## config.mk

```make
export PLATFORM = sky130hd
export DESIGN_NAME = router_pkt_reader_flat
export DESIGN_NICKNAME = d
export VERILOG_FILES = /design/src/rtl/router_pkg.sv /design/src/rtl/router_pkt_reader_if.sv /design/src/rtl/router_parity_acc.sv /design/src/rtl/router_pkt_reader.sv /design/src/flat_wrapper.sv
export SDC_FILE = /design/constraint.sdc
export NUM_CORES = 1
export LEC_CHECK = 0
export CAP_MARGIN = 10
export CORE_UTILIZATION = 57
export CTS_CLUSTER_DIAMETER = 80
export DETAILED_ROUTE_END_ITERATION = 12
export DONT_BUFFER_PORTS = 1
export GPL_TIMING_DRIVEN = 0
export HOLD_SLACK_MARGIN = 0.15
export PLACE_DENSITY = 0.79
export SYNTH_ARGS = -nofsm -noshare
export SYNTH_HDL_FRONTEND = slang
export SYNTH_HIERARCHICAL = 1
export SYNTH_SLANG_ARGS = --single-unit
```

## constraint.sdc

```tcl
create_clock -name clk -period 2.15 [get_ports clk]
set_clock_uncertainty 0.2 [all_clocks]
set_input_delay 0.43 -clock clk [delete_from_list [all_inputs] [get_ports clk]]
set_output_delay 0.43 -clock clk [all_outputs]
set_load 0.005 [all_outputs]
```

## src/rtl/router_pkg.sv

```systemverilog
`default_nettype none
// ---------------------------------------------------------------------------
// router_pkg : header field layout, byte width and FSM states shared by router blocks
// Revision  : 1.0
// ---------------------------------------------------------------------------
package router_pkg;

  localparam int BYTE_W      = 8;
  localparam int HDR_LEN_MSB = 7;
  localparam int HDR_LEN_LSB = 2;
  localparam int HDR_ADDR_W  = 2;
  localparam int LEN_W       = HDR_LEN_MSB - HDR_LEN_LSB + 1;

  typedef enum logic [1:0] {
    IDLE     = 2'd0,
    HDR_WAIT = 2'd1,
    BODY     = 2'd2,
    DONE     = 2'd3
  } state_t;

  function automatic logic [LEN_W-1:0] hdr_len(input logic [BYTE_W-1:0] hdr);
    return hdr[HDR_LEN_MSB:HDR_LEN_LSB];
  endfunction

  function automatic logic [HDR_ADDR_W-1:0] hdr_addr(input logic [BYTE_W-1:0] hdr);
    return hdr[HDR_ADDR_W-1:0];
  endfunction

endpackage
`default_nettype wire

```

## src/rtl/router_pkt_reader_if.sv

```systemverilog
`default_nettype none
// ---------------------------------------------------------------------------
// router_pkt_reader_if : FIFO read handshake plus packet stream towards local logic
// Revision            : 1.0
// ---------------------------------------------------------------------------
interface router_pkt_reader_if;
  import router_pkg::*;

  logic                vld_out;
  logic [BYTE_W-1:0]   data_out;
  logic                sink_ready;
  logic                read_enb;
  logic [BYTE_W-1:0]   pkt_data;
  logic                pkt_valid;
  logic                pkt_sop;
  logic                pkt_eop;
  logic [LEN_W-1:0]    pkt_len;
  logic                pkt_done;
  logic                parity_err;
  logic                addr_err;
  logic                timeout_err;
  logic                busy;

  modport master (
    output vld_out, data_out, sink_ready,
    input  read_enb, pkt_data, pkt_valid, pkt_sop, pkt_eop, pkt_len,
           pkt_done, parity_err, addr_err, timeout_err, busy
  );

  modport slave (
    input  vld_out, data_out, sink_ready,
    output read_enb, pkt_data, pkt_valid, pkt_sop, pkt_eop, pkt_len,
           pkt_done, parity_err, addr_err, timeout_err, busy
  );

endinterface
`default_nettype wire

```

## src/rtl/router_parity_acc.sv

```systemverilog
`default_nettype none
// ---------------------------------------------------------------------------
// router_parity_acc : XOR accumulator with clear/load/accumulate and compare
// Revision          : 1.0
// ---------------------------------------------------------------------------
module router_parity_acc #(
  parameter int W = 8
) (
  input  wire logic         clk,
  input  wire logic         resetn,
  input  wire logic         i_clr,
  input  wire logic         i_load,
  input  wire logic         i_acc,
  input  wire logic [W-1:0] i_data,
  input  wire logic [W-1:0] i_cmp,
  output logic              o_mismatch
);

  logic [W-1:0] r_acc;

  always_ff @(posedge clk or negedge resetn) begin
    if (!resetn) begin
      r_acc <= '0;
    end else if (i_clr) begin
      r_acc <= '0;
    end else if (i_load) begin
      r_acc <= i_data;
    end else if (i_acc) begin
      r_acc <= r_acc ^ i_data;
    end
  end

  assign o_mismatch = (r_acc != i_cmp);

endmodule
`default_nettype wire

```

## src/rtl/router_pkt_reader.sv

```systemverilog
`default_nettype none
// ---------------------------------------------------------------------------
// router_pkt_reader : drains one router output FIFO, streams the packet, checks parity/addr
// Revision          : 1.0
// ---------------------------------------------------------------------------
module router_pkt_reader
  import router_pkg::*;
#(
  parameter logic [HDR_ADDR_W-1:0] PORT_ID        = 2'd0,
  parameter int                    TIMEOUT_CYCLES = 30,
  parameter int                    CNT_W          = 5
) (
  input  wire logic          clk,
  input  wire logic          resetn,
  router_pkt_reader_if.slave bus
);

  localparam logic [CNT_W-1:0] c_timeout = CNT_W'(TIMEOUT_CYCLES);
  localparam logic [CNT_W-1:0] c_cnt_one = CNT_W'(1);
  localparam logic [LEN_W:0]   c_len_one = (LEN_W+1)'(1);

  state_t                  r_state;
  logic [LEN_W:0]          r_rd_left;
  logic [LEN_W:0]          r_rcv_left;
  logic                    r_inflight;
  logic [HDR_ADDR_W-1:0]   r_addr;
  logic [CNT_W-1:0]        r_cnt;
  logic [BYTE_W-1:0]       r_pkt_data;
  logic                    r_pkt_valid;
  logic                    r_pkt_sop;
  logic                    r_pkt_eop;
  logic [LEN_W-1:0]        r_pkt_len;
  logic                    r_pkt_done;
  logic                    r_parity_err;
  logic                    r_addr_err;
  logic                    r_timeout_err;
  logic                    r_busy;

  logic                    w_read_enb;
  logic                    w_arrive;
  logic                    w_last;
  logic                    w_abort;
  logic                    w_mismatch;
  logic [CNT_W-1:0]        w_cnt_nxt;

  always_comb begin
    w_read_enb = 1'b0;
    case (r_state)
      IDLE:    w_read_enb = bus.vld_out & bus.sink_ready;
      BODY:    w_read_enb = bus.vld_out & bus.sink_ready & (r_rd_left != '0);
      default: w_read_enb = 1'b0;
    endcase
  end

  // A byte lands on data_out the cycle after a BODY read; the last one is parity
  assign w_arrive  = (r_state == BODY) & r_inflight;
  assign w_last    = w_arrive & (r_rcv_left == c_len_one);
  assign w_cnt_nxt = bus.vld_out ? '0 : ((r_cnt == c_timeout) ? r_cnt : r_cnt + c_cnt_one);
  assign w_abort   = (r_state == BODY) & ~bus.vld_out & (w_cnt_nxt == c_timeout) & ~r_inflight;

  router_parity_acc #(.W(BYTE_W)) u_par (
    .clk        (clk),
    .resetn     (resetn),
    .i_clr      ((r_state == DONE) | w_abort),
    .i_load     (r_state == HDR_WAIT),
    .i_acc      (w_arrive & ~w_last),
    .i_data     (bus.data_out),
    .i_cmp      (bus.data_out),
    .o_mismatch (w_mismatch)
  );

  always_ff @(posedge clk or negedge resetn) begin
    if (!resetn) begin
      r_state       <= IDLE;
      r_rd_left     <= '0;
      r_rcv_left    <= '0;
      r_inflight    <= 1'b0;
      r_addr        <= '0;
      r_cnt         <= '0;
      r_pkt_data    <= '0;
      r_pkt_valid   <= 1'b0;
      r_pkt_sop     <= 1'b0;
      r_pkt_eop     <= 1'b0;
      r_pkt_len     <= '0;
      r_pkt_done    <= 1'b0;
      r_parity_err  <= 1'b0;
      r_addr_err    <= 1'b0;
      r_timeout_err <= 1'b0;
      r_busy        <= 1'b0;
    end else begin
      r_pkt_valid   <= 1'b0;
      r_pkt_sop     <= 1'b0;
      r_pkt_eop     <= 1'b0;
      r_pkt_done    <= 1'b0;
      r_timeout_err <= 1'b0;
      r_inflight    <= (r_state == BODY) & w_read_enb;
      case (r_state)
        IDLE: begin
          r_cnt <= '0;
          if (w_read_enb) begin
            r_state <= HDR_WAIT;
            r_busy  <= 1'b1;
          end
        end
        HDR_WAIT: begin
          r_pkt_data  <= bus.data_out;
          r_pkt_valid <= 1'b1;
          r_pkt_sop   <= 1'b1;
          r_pkt_len   <= hdr_len(bus.data_out);
          r_addr      <= hdr_addr(bus.data_out);
          r_rd_left   <= {1'b0, hdr_len(bus.data_out)} + c_len_one;
          r_rcv_left  <= {1'b0, hdr_len(bus.data_out)} + c_len_one;
          r_cnt       <= '0;
          r_state     <= BODY;
        end
        BODY: begin
          r_cnt <= w_cnt_nxt;
          if (w_read_enb) begin
            r_rd_left <= r_rd_left - c_len_one;
          end
          if (w_arrive) begin
            r_pkt_data  <= bus.data_out;
            r_pkt_valid <= 1'b1;
            r_rcv_left  <= r_rcv_left - c_len_one;
            if (w_last) begin
              r_pkt_eop    <= 1'b1;
              r_parity_err <= w_mismatch;
              r_addr_err   <= (r_addr != PORT_ID);
              r_pkt_done   <= 1'b1;
              r_state      <= DONE;
            end
          end
          if (w_abort) begin
            r_timeout_err <= 1'b1;
            r_busy        <= 1'b0;
            r_state       <= IDLE;
          end
        end
        DONE: begin
          r_parity_err <= 1'b0;
          r_addr_err   <= 1'b0;
          r_busy       <= 1'b0;
          r_state      <= IDLE;
        end
        default: r_state <= IDLE;
      endcase
    end
  end

  assign bus.read_enb    = w_read_enb & resetn;
  assign bus.pkt_data    = r_pkt_data;
  assign bus.pkt_valid   = r_pkt_valid;
  assign bus.pkt_sop     = r_pkt_sop;
  assign bus.pkt_eop     = r_pkt_eop;
  assign bus.pkt_len     = r_pkt_len;
  assign bus.pkt_done    = r_pkt_done;
  assign bus.parity_err  = r_parity_err;
  assign bus.addr_err    = r_addr_err;
  assign bus.timeout_err = r_timeout_err;
  assign bus.busy        = r_busy;

endmodule
`default_nettype wire

```

## src/flat_wrapper.sv

```systemverilog
// flat-port wrapper written by rule: the top's interface ports become plain ports
module router_pkt_reader_flat import router_pkg::*;
#(
  parameter logic [HDR_ADDR_W-1:0] PORT_ID        = 2'd0,
  parameter int                    TIMEOUT_CYCLES = 30,
  parameter int                    CNT_W          = 5
)
  (clk, resetn, bus_vld_out, bus_data_out, bus_sink_ready, bus_read_enb, bus_pkt_data, bus_pkt_valid, bus_pkt_sop, bus_pkt_eop, bus_pkt_len, bus_pkt_done, bus_parity_err, bus_addr_err, bus_timeout_err, bus_busy);
  router_pkt_reader_if bus_i ();
  input  wire logic clk;
  input  wire logic resetn;
  input wire logic [$bits(bus_i.vld_out)-1:0] bus_vld_out;
  input wire logic [$bits(bus_i.data_out)-1:0] bus_data_out;
  input wire logic [$bits(bus_i.sink_ready)-1:0] bus_sink_ready;
  output wire logic [$bits(bus_i.read_enb)-1:0] bus_read_enb;
  output wire logic [$bits(bus_i.pkt_data)-1:0] bus_pkt_data;
  output wire logic [$bits(bus_i.pkt_valid)-1:0] bus_pkt_valid;
  output wire logic [$bits(bus_i.pkt_sop)-1:0] bus_pkt_sop;
  output wire logic [$bits(bus_i.pkt_eop)-1:0] bus_pkt_eop;
  output wire logic [$bits(bus_i.pkt_len)-1:0] bus_pkt_len;
  output wire logic [$bits(bus_i.pkt_done)-1:0] bus_pkt_done;
  output wire logic [$bits(bus_i.parity_err)-1:0] bus_parity_err;
  output wire logic [$bits(bus_i.addr_err)-1:0] bus_addr_err;
  output wire logic [$bits(bus_i.timeout_err)-1:0] bus_timeout_err;
  output wire logic [$bits(bus_i.busy)-1:0] bus_busy;
  assign bus_i.vld_out = bus_vld_out;
  assign bus_i.data_out = bus_data_out;
  assign bus_i.sink_ready = bus_sink_ready;
  assign bus_read_enb = bus_i.read_enb;
  assign bus_pkt_data = bus_i.pkt_data;
  assign bus_pkt_valid = bus_i.pkt_valid;
  assign bus_pkt_sop = bus_i.pkt_sop;
  assign bus_pkt_eop = bus_i.pkt_eop;
  assign bus_pkt_len = bus_i.pkt_len;
  assign bus_pkt_done = bus_i.pkt_done;
  assign bus_parity_err = bus_i.parity_err;
  assign bus_addr_err = bus_i.addr_err;
  assign bus_timeout_err = bus_i.timeout_err;
  assign bus_busy = bus_i.busy;
  router_pkt_reader #(.PORT_ID(PORT_ID), .TIMEOUT_CYCLES(TIMEOUT_CYCLES), .CNT_W(CNT_W)) u_core (.clk(clk), .resetn(resetn), .bus(bus_i));
endmodule
```

Word-level counts from Yosys, hierarchy flattened
Cells that the tools add are included.

Bits of input ports: 12. Register bits: 53. Output and inout bits: 23. Logic and storage cells: 98.

Eq/ne operators: 14. Multiplexer cells: 35. Bitwise logic cells: 15. Reduce and logical (&&, ||, !) cells: 14. $add $sub $neg: 4.

Operator list (count): $mux W8 (4); $pmux W7 S2 (2); $pmux W8 S2 (1); $mux W7 (2); $sub A7 B1 Y7 const B (2); $mux W1 (13); $and A1 B1 Y1 (10); $eq A5 B5 Y1 const B (2); $mux W5 (2); $ne A2 B1 Y1 const B (5); $pmux W5 S2 (1); $reduce_and A3 Y1 (3); $mux W2 (4); $ne A8 B8 Y1 (1); $pmux W1 S2 (4); $pmux W2 S4 (1); $reduce_bool A2 Y1 (4); $xor A8 B8 Y8 (1); $add A6 B1 Y7 const B (1); $eq A7 B1 Y1 const B (1); $reduce_bool A7 Y1 (1); $ne A3 B1 Y1 const B (2); $reduce_bool A3 Y1 (2); $add A5 B1 Y5 const B (1); other kinds (8) (12).

Longest topological paths before layout
Word-level depth: 8. Gate-level depth with buffers: 9. Depth with buffers taken out: 8.

Hierarchy
Netlist, hierarchy kept.

Modules (own cells, without submodules): router_pkt_reader (times used 1, cells an instance 254, sequential area each 1126.1 µm², area an instance 2462.4 µm²); router_parity_acc (times used 1, cells an instance 62, sequential area each 200.2 µm², area an instance 528.0 µm²).

Worst setup path after synthesis
Ideal clock, no wire load.

Kind: register to register. From: register u_core.r_state[0]. To: register u_core.r_pkt_data[3] (netlist: u_core/bus.pkt_data[3]). Cell stages (with the launch flop): 7. Path buffers: 2. Path slack: -0.207 ns. Clock period less this slack: 2.357 ns. Required time: 1.825 ns. Library setup time: 0.125 ns. Data arrival time: 2.032 ns. Path through: dfrtp_1 -> inv_1 -> ha_1 -> clkbuf_1 -> mux2i_1 -> buf_2 -> mux2_2.

Cells in the longest elaborated chain, start to end: 4. Elaborated cells between the ends (all ways): 7. Classes of those cells: eq/ne (3); mux (1); bitwise (1); reduce/logical (2).

Ends and longest elaborated chain: from (decl) (RTL line router_pkt_reader.sv:22) `state_t r_state;`; from (signal assigned) (RTL line router_pkt_reader.sv:74) `r_state <= IDLE;`; from (signal assigned) (RTL line router_pkt_reader.sv:101) `r_state <= HDR_WAIT;`; from (signal assigned) (RTL line router_pkt_reader.sv:114) `r_state <= BODY;`; $eq A2 B2 Y1 (RTL line router_pkt_reader.sv:56, router_pkt_reader.sv:97); $and A1 B1 Y1 (RTL line router_pkt_reader.sv:56) `assign w_arrive = (r_state == BODY) & r_inflight;`; $ne A2 B1 Y1 (no source line); $reduce_and A2 Y1 (no source line); to (signal assigned) (RTL line router_pkt_reader.sv:106) `r_pkt_data <= bus.data_out;`; to (signal assigned) (RTL line router_pkt_reader.sv:122) `r_pkt_data <= bus.data_out;`; to (decl) (RTL line router_pkt_reader.sv:28) `logic [BYTE_W-1:0] r_pkt_data;`.

Several ways; a longest one is shown, not always the timed one. A chain may end at the register's enable or synchronous reset.

Worst setup path after layout
From: register u_core.r_cnt[1]. To: register u_core.r_state[0].

Cells in the longest elaborated chain, start to end: 8. Elaborated cells between the ends (all ways): 12. Classes of those cells: add/sub (1); eq/ne (4); mux (4); bitwise (2); reduce/logical (1).

Ends and longest elaborated chain: from (decl) (RTL line router_pkt_reader.sv:27) `logic [CNT_W-1:0] r_cnt;`; from (signal assigned) (RTL line router_pkt_reader.sv:117) `r_cnt <= w_cnt_nxt;`; $add A5 B1 Y5 or $eq A5 B5 Y1 (tied branches) (RTL line router_pkt_reader.sv:58) `assign w_cnt_nxt = bus.vld_out ? '0 : ((r_cnt == c_timeout) ? r_cnt : r_cnt + c_cnt_one);`; $mux W5 (*) (2 in series) (RTL line router_pkt_reader.sv:58); $eq A5 B5 Y1 (*) (RTL line router_pkt_reader.sv:59) `assign w_abort = (r_state == BODY) & ~bus.vld_out & (w_cnt_nxt == c_timeout) & ~r_inflight;`; $and A1 B1 Y1 (*) (2 in series) (RTL line router_pkt_reader.sv:59); $mux W2 or $ne A3 B1 Y1 (tied branches); $pmux W2 S4 or $reduce_and A3 Y1 (tied branches); to (signal assigned) (RTL line router_pkt_reader.sv:101); to (signal assigned) (RTL line router_pkt_reader.sv:130) `r_state <= DONE;`; to (signal assigned) (RTL line router_pkt_reader.sv:136) `r_state <= IDLE;`.

Mark *: on every way between the ends. The rest lies on a longest branch, timed or not.

==> flow_metrics.env <==
export IMPL_synth_area_leader_cell="dfrtp_1"
export IMPL_arrival_ns=2.23
export IMPL_critPathMaxStageDelay_ns=0.47
export IMPL_clockRootBuffer="clkbuf_8"
export IMPL_startpoint_type="flop"
export IMPL_num_rows=25
export IMPL_leakagePower_nw=1.545
export IMPL_drcViolationCount=0
export IMPL_numCtsBuffers=5
export IMPL_period_needed_ns=2.210
export IMPL_fp_dieW_um=74.43
export IMPL_reg2reg_from="u_core/r_cnt[1]"
export IMPL_ant_nets=0
export IMPL_grt_pass1_wl_um=11440
export IMPL_synth_cells=316
export IMPL_overflow=0
export IMPL_via_per_inst=6.070
export IMPL_core_um2=4880
export IMPL_clk_path_buf_depth=2
export IMPL_clock_sinks=53
export IMPL_clk_latency_ns=0.30
export IMPL_fin_hold_ws_ns=0.1683
export IMPL_fmax_mhz=452.5
export IMPL_syn_to_final_growth_pct=20.21
export IMPL_slew_headroom_pct=57.74
export IMPL_dpl_cell_area_um2=3102
export IMPL_synth_edf_count=0
export IMPL_final_area_um2=3595
export IMPL_crit_cells=6
export IMPL_numPortBuffers=0
export IMPL_startpoint="u_core/r_cnt[1]"
export IMPL_p_per_area_nw_per_um2=1258
export IMPL_yosysWarnings=6
export IMPL_hp_class="input port to flop"
export IMPL_ios=35
export IMPL_critPathTopFamily="compound AO/OA/AOI/OAI gates"
export IMPL_nNetsFinal=371
export IMPL_gp_congestion=0.8420
export IMPL_dp_hpwl_um=4420
export IMPL_cp_cell_sequence="ha_4, and2_1, a211o_1, a2111o_1, a311o_1, a22oi_1"
export IMPL_start_util_pct=61.28
export IMPL_grt_total_usage_pct=27.35
export IMPL_tightest_slew_ns=0.6282
export IMPL_end_kind="flop"
export IMPL_setup_viol_count_final=9
export IMPL_synth_cell_types=51
export IMPL_antenna_found_initial=0
export IMPL_slew_violations=0
export IMPL_grt_max_degree=54
export IMPL_wirelength_um=7139
export IMPL_synth_fp_nets=340
export IMPL_cp_max_fo=5
export IMPL_yosysSeqAreaShare_pct=44.35
export IMPL_die_y_um=74.43
export IMPL_clk_pin_slew_ns=0.09
export IMPL_crit_required_ns=2.17
export IMPL_antenna_cells=0
export IMPL_tns_ns=-0.2078
export IMPL_layout_commonest_cell="dfrtp_1"
export IMPL_post_route_period_util_pct=102.8
export IMPL_setup_slack_ns=-0.06019
export IMPL_worst_hold_path_num_cells=2
export IMPL_firstDrtPassIters=5
export IMPL_vdd_ir_drop_max_mv=0.6416
export IMPL_instances_no_fill=414
export IMPL_rsz0062_at_grt="yes"
export IMPL_wl_per_cell_um=17.24
export IMPL_path_class="flop to flop"
export IMPL_netlist_area_um2=2990
export IMPL_r2r_slack_ns=-0.06
export IMPL_yosysTopAreaCellShare_pct=44.35
export IMPL_place_ws_ns=-0.3804
export IMPL_vias=2513
export IMPL_utilization_pct=73.67
export IMPL_endpoint="u_core/r_state[0]"
export IMPL_syn_avg_cell_area_um2=9.463
export IMPL_violations="setup timing"
export IMPL_hold_violations=0
export IMPL_fill_cells=358
export IMPL_cap_violations=0
export IMPL_p_total_mw=4.521
export IMPL_outcome="complete, but fails checks"
export IMPL_regArea_um2=1330
export IMPL_htree_levels=2
export IMPL_critPathBufInv=0
export IMPL_async_flop_share_pct=100.0
export IMPL_ys_ff_latch=53
export IMPL_final_layout_size_suffix_gt1_share_pct=23.63
export IMPL_synth_main_ff_cell="dfrtp_1"
export IMPL_rr_worst_depth=6
export IMPL_drtIter0Drc=142
export IMPL_timing_rr_end="u_core/r_state[0]"
export IMPL_cp_slowest_cell="dfrtp_2"
export IMPL_multiInputGateArea_um2=1704
export IMPL_cts_tree="done"
export IMPL_mostFrequentLayoutCells="50 x dfrtp_1, 35 x nand2_1, 22 x o21ai_0, 20 x buf_4, 19 x nor2_1"
export IMPL_grt_pass1_vias=2438
export IMPL_placed_cells=383
export IMPL_synth_area_top_cells="dfrtp_1 44%, mux2_2 6.0%, ha_1 5.0%"
export IMPL_die_area_um2=5540
==> state kept, by name (all words and copies together) (netlist names) <==
name / flops
u_core/bus.pkt_len: 6
u_core/r_addr: 2
u_core/bus.pkt_sop: 1
u_core/r_rd_left: 7
u_core/bus.timeout_err: 1
u_core/u_par/r_acc: 8
u_core/bus.pkt_data: 8
u_core/r_cnt: 5
u_core/r_state: 2
u_core/bus.pkt_valid: 1
u_core/r_inflight: 1
u_core/r_rcv_left: 7
u_core/bus.addr_err: 1
u_core/bus.parity_err: 1
u_core/bus.busy: 1
u_core/bus.pkt_done: 1
==> Yosys cell counts (all sizes together), types with 2 or more instances <==
cell type / count
nand2: 35
o22a: 3
nor3b: 2
o211ai: 5
buf: 4
ha: 12
clkbuf: 10
mux2: 16
o2bb2ai: 2
a21oi: 19
xor2: 13
nand3: 11
mux2i: 3
o32ai: 2
nand3b: 10
a31oi: 3
nand2b: 3
a211o: 2
xnor2: 2
nor4: 5
and2: 2
nor2: 21
nand4: 2
nor2b: 8
or2: 2
dfrtp: 53
o21ai: 25
a211oi: 2
nor3: 4
inv: 16
or4: 3
and2b: 2
==> power by group <==
part	internal (mW)	leakage (nW)	switching, mW
logic	0.978	0.840	1.07
clock network	0.339	0.0540	0.307
registers	1.43	0.651	0.394
==> worst min path at each step <==
stage                            from                   to  slack, ns
final                     bus_vld_out      u_core/r_cnt[1]       0.17
after detailed placement       resetn      u_core/r_cnt[2]      -0.06
after global placement         resetn      u_core/r_cnt[2]      -0.06
after floorplan                resetn  u_core/bus.addr_err      -0.07
after global routing      bus_vld_out      u_core/r_cnt[1]       0.17
after CTS                 bus_vld_out      u_core/r_cnt[1]       0.19
==> layout make-up <==
class                      count  area share [%]
clock buffer                   5           1.914
sequential                    53           37.00
buffer                        10           1.566
timing repair buffer          28           7.031
clock inverter                 2          0.9746
inverter                      16           1.775
tap                           67           2.332
multi-input combinational    233           47.41
==> worst register-to-register path, delay by kind of cell, from the launching register on <==
family                   cells  cell delay (ns)
AO/OA/AOI/OAI                4             1.16
flip-flops                   1             0.47
adder cells (fa/ha/maj)      1             0.18
AND/OR/NAND/NOR              1             0.13
==> per-layer routing <==
layer	global-route usage [%]	share of wire, %	vias to the layer above
met1	35.00	43	1236
li1	-	-	1183
met3	5.962	5.3	11
met5	0	0	-
met4	9.853	1.7	0
met2	45.75	50	83
==> kinds of logic (layout without fill, tap and decap cells) <==
group | Yosys count | count (layout) | share of synthesized area [%]
muxes | 19 | 19 | 7.029
DFF | 53 | 53 | 44.35
AOI/OAI and AO/OA | 72 | 72 | 15.19
buffers and inverters | 30 | 61 | 4.184
adders and majority gates | 12 | 12 | 5.021
xor gates and xnor gates | 15 | 15 | 4.393
and+or+nand+nor | 115 | 115 | 19.83
==> repair_timing <==
action                                  CTS  global route
endpoints found under the setup margin   36            24
buffers inserted                         10             8
gates resized for setup                  15            26
gates cloned                              0             0
endpoints found under the hold margin    77             0
hold buffers                             10             0
pin swaps                                 4             3
No activity file was read; power rests on OpenSTA's default activity.
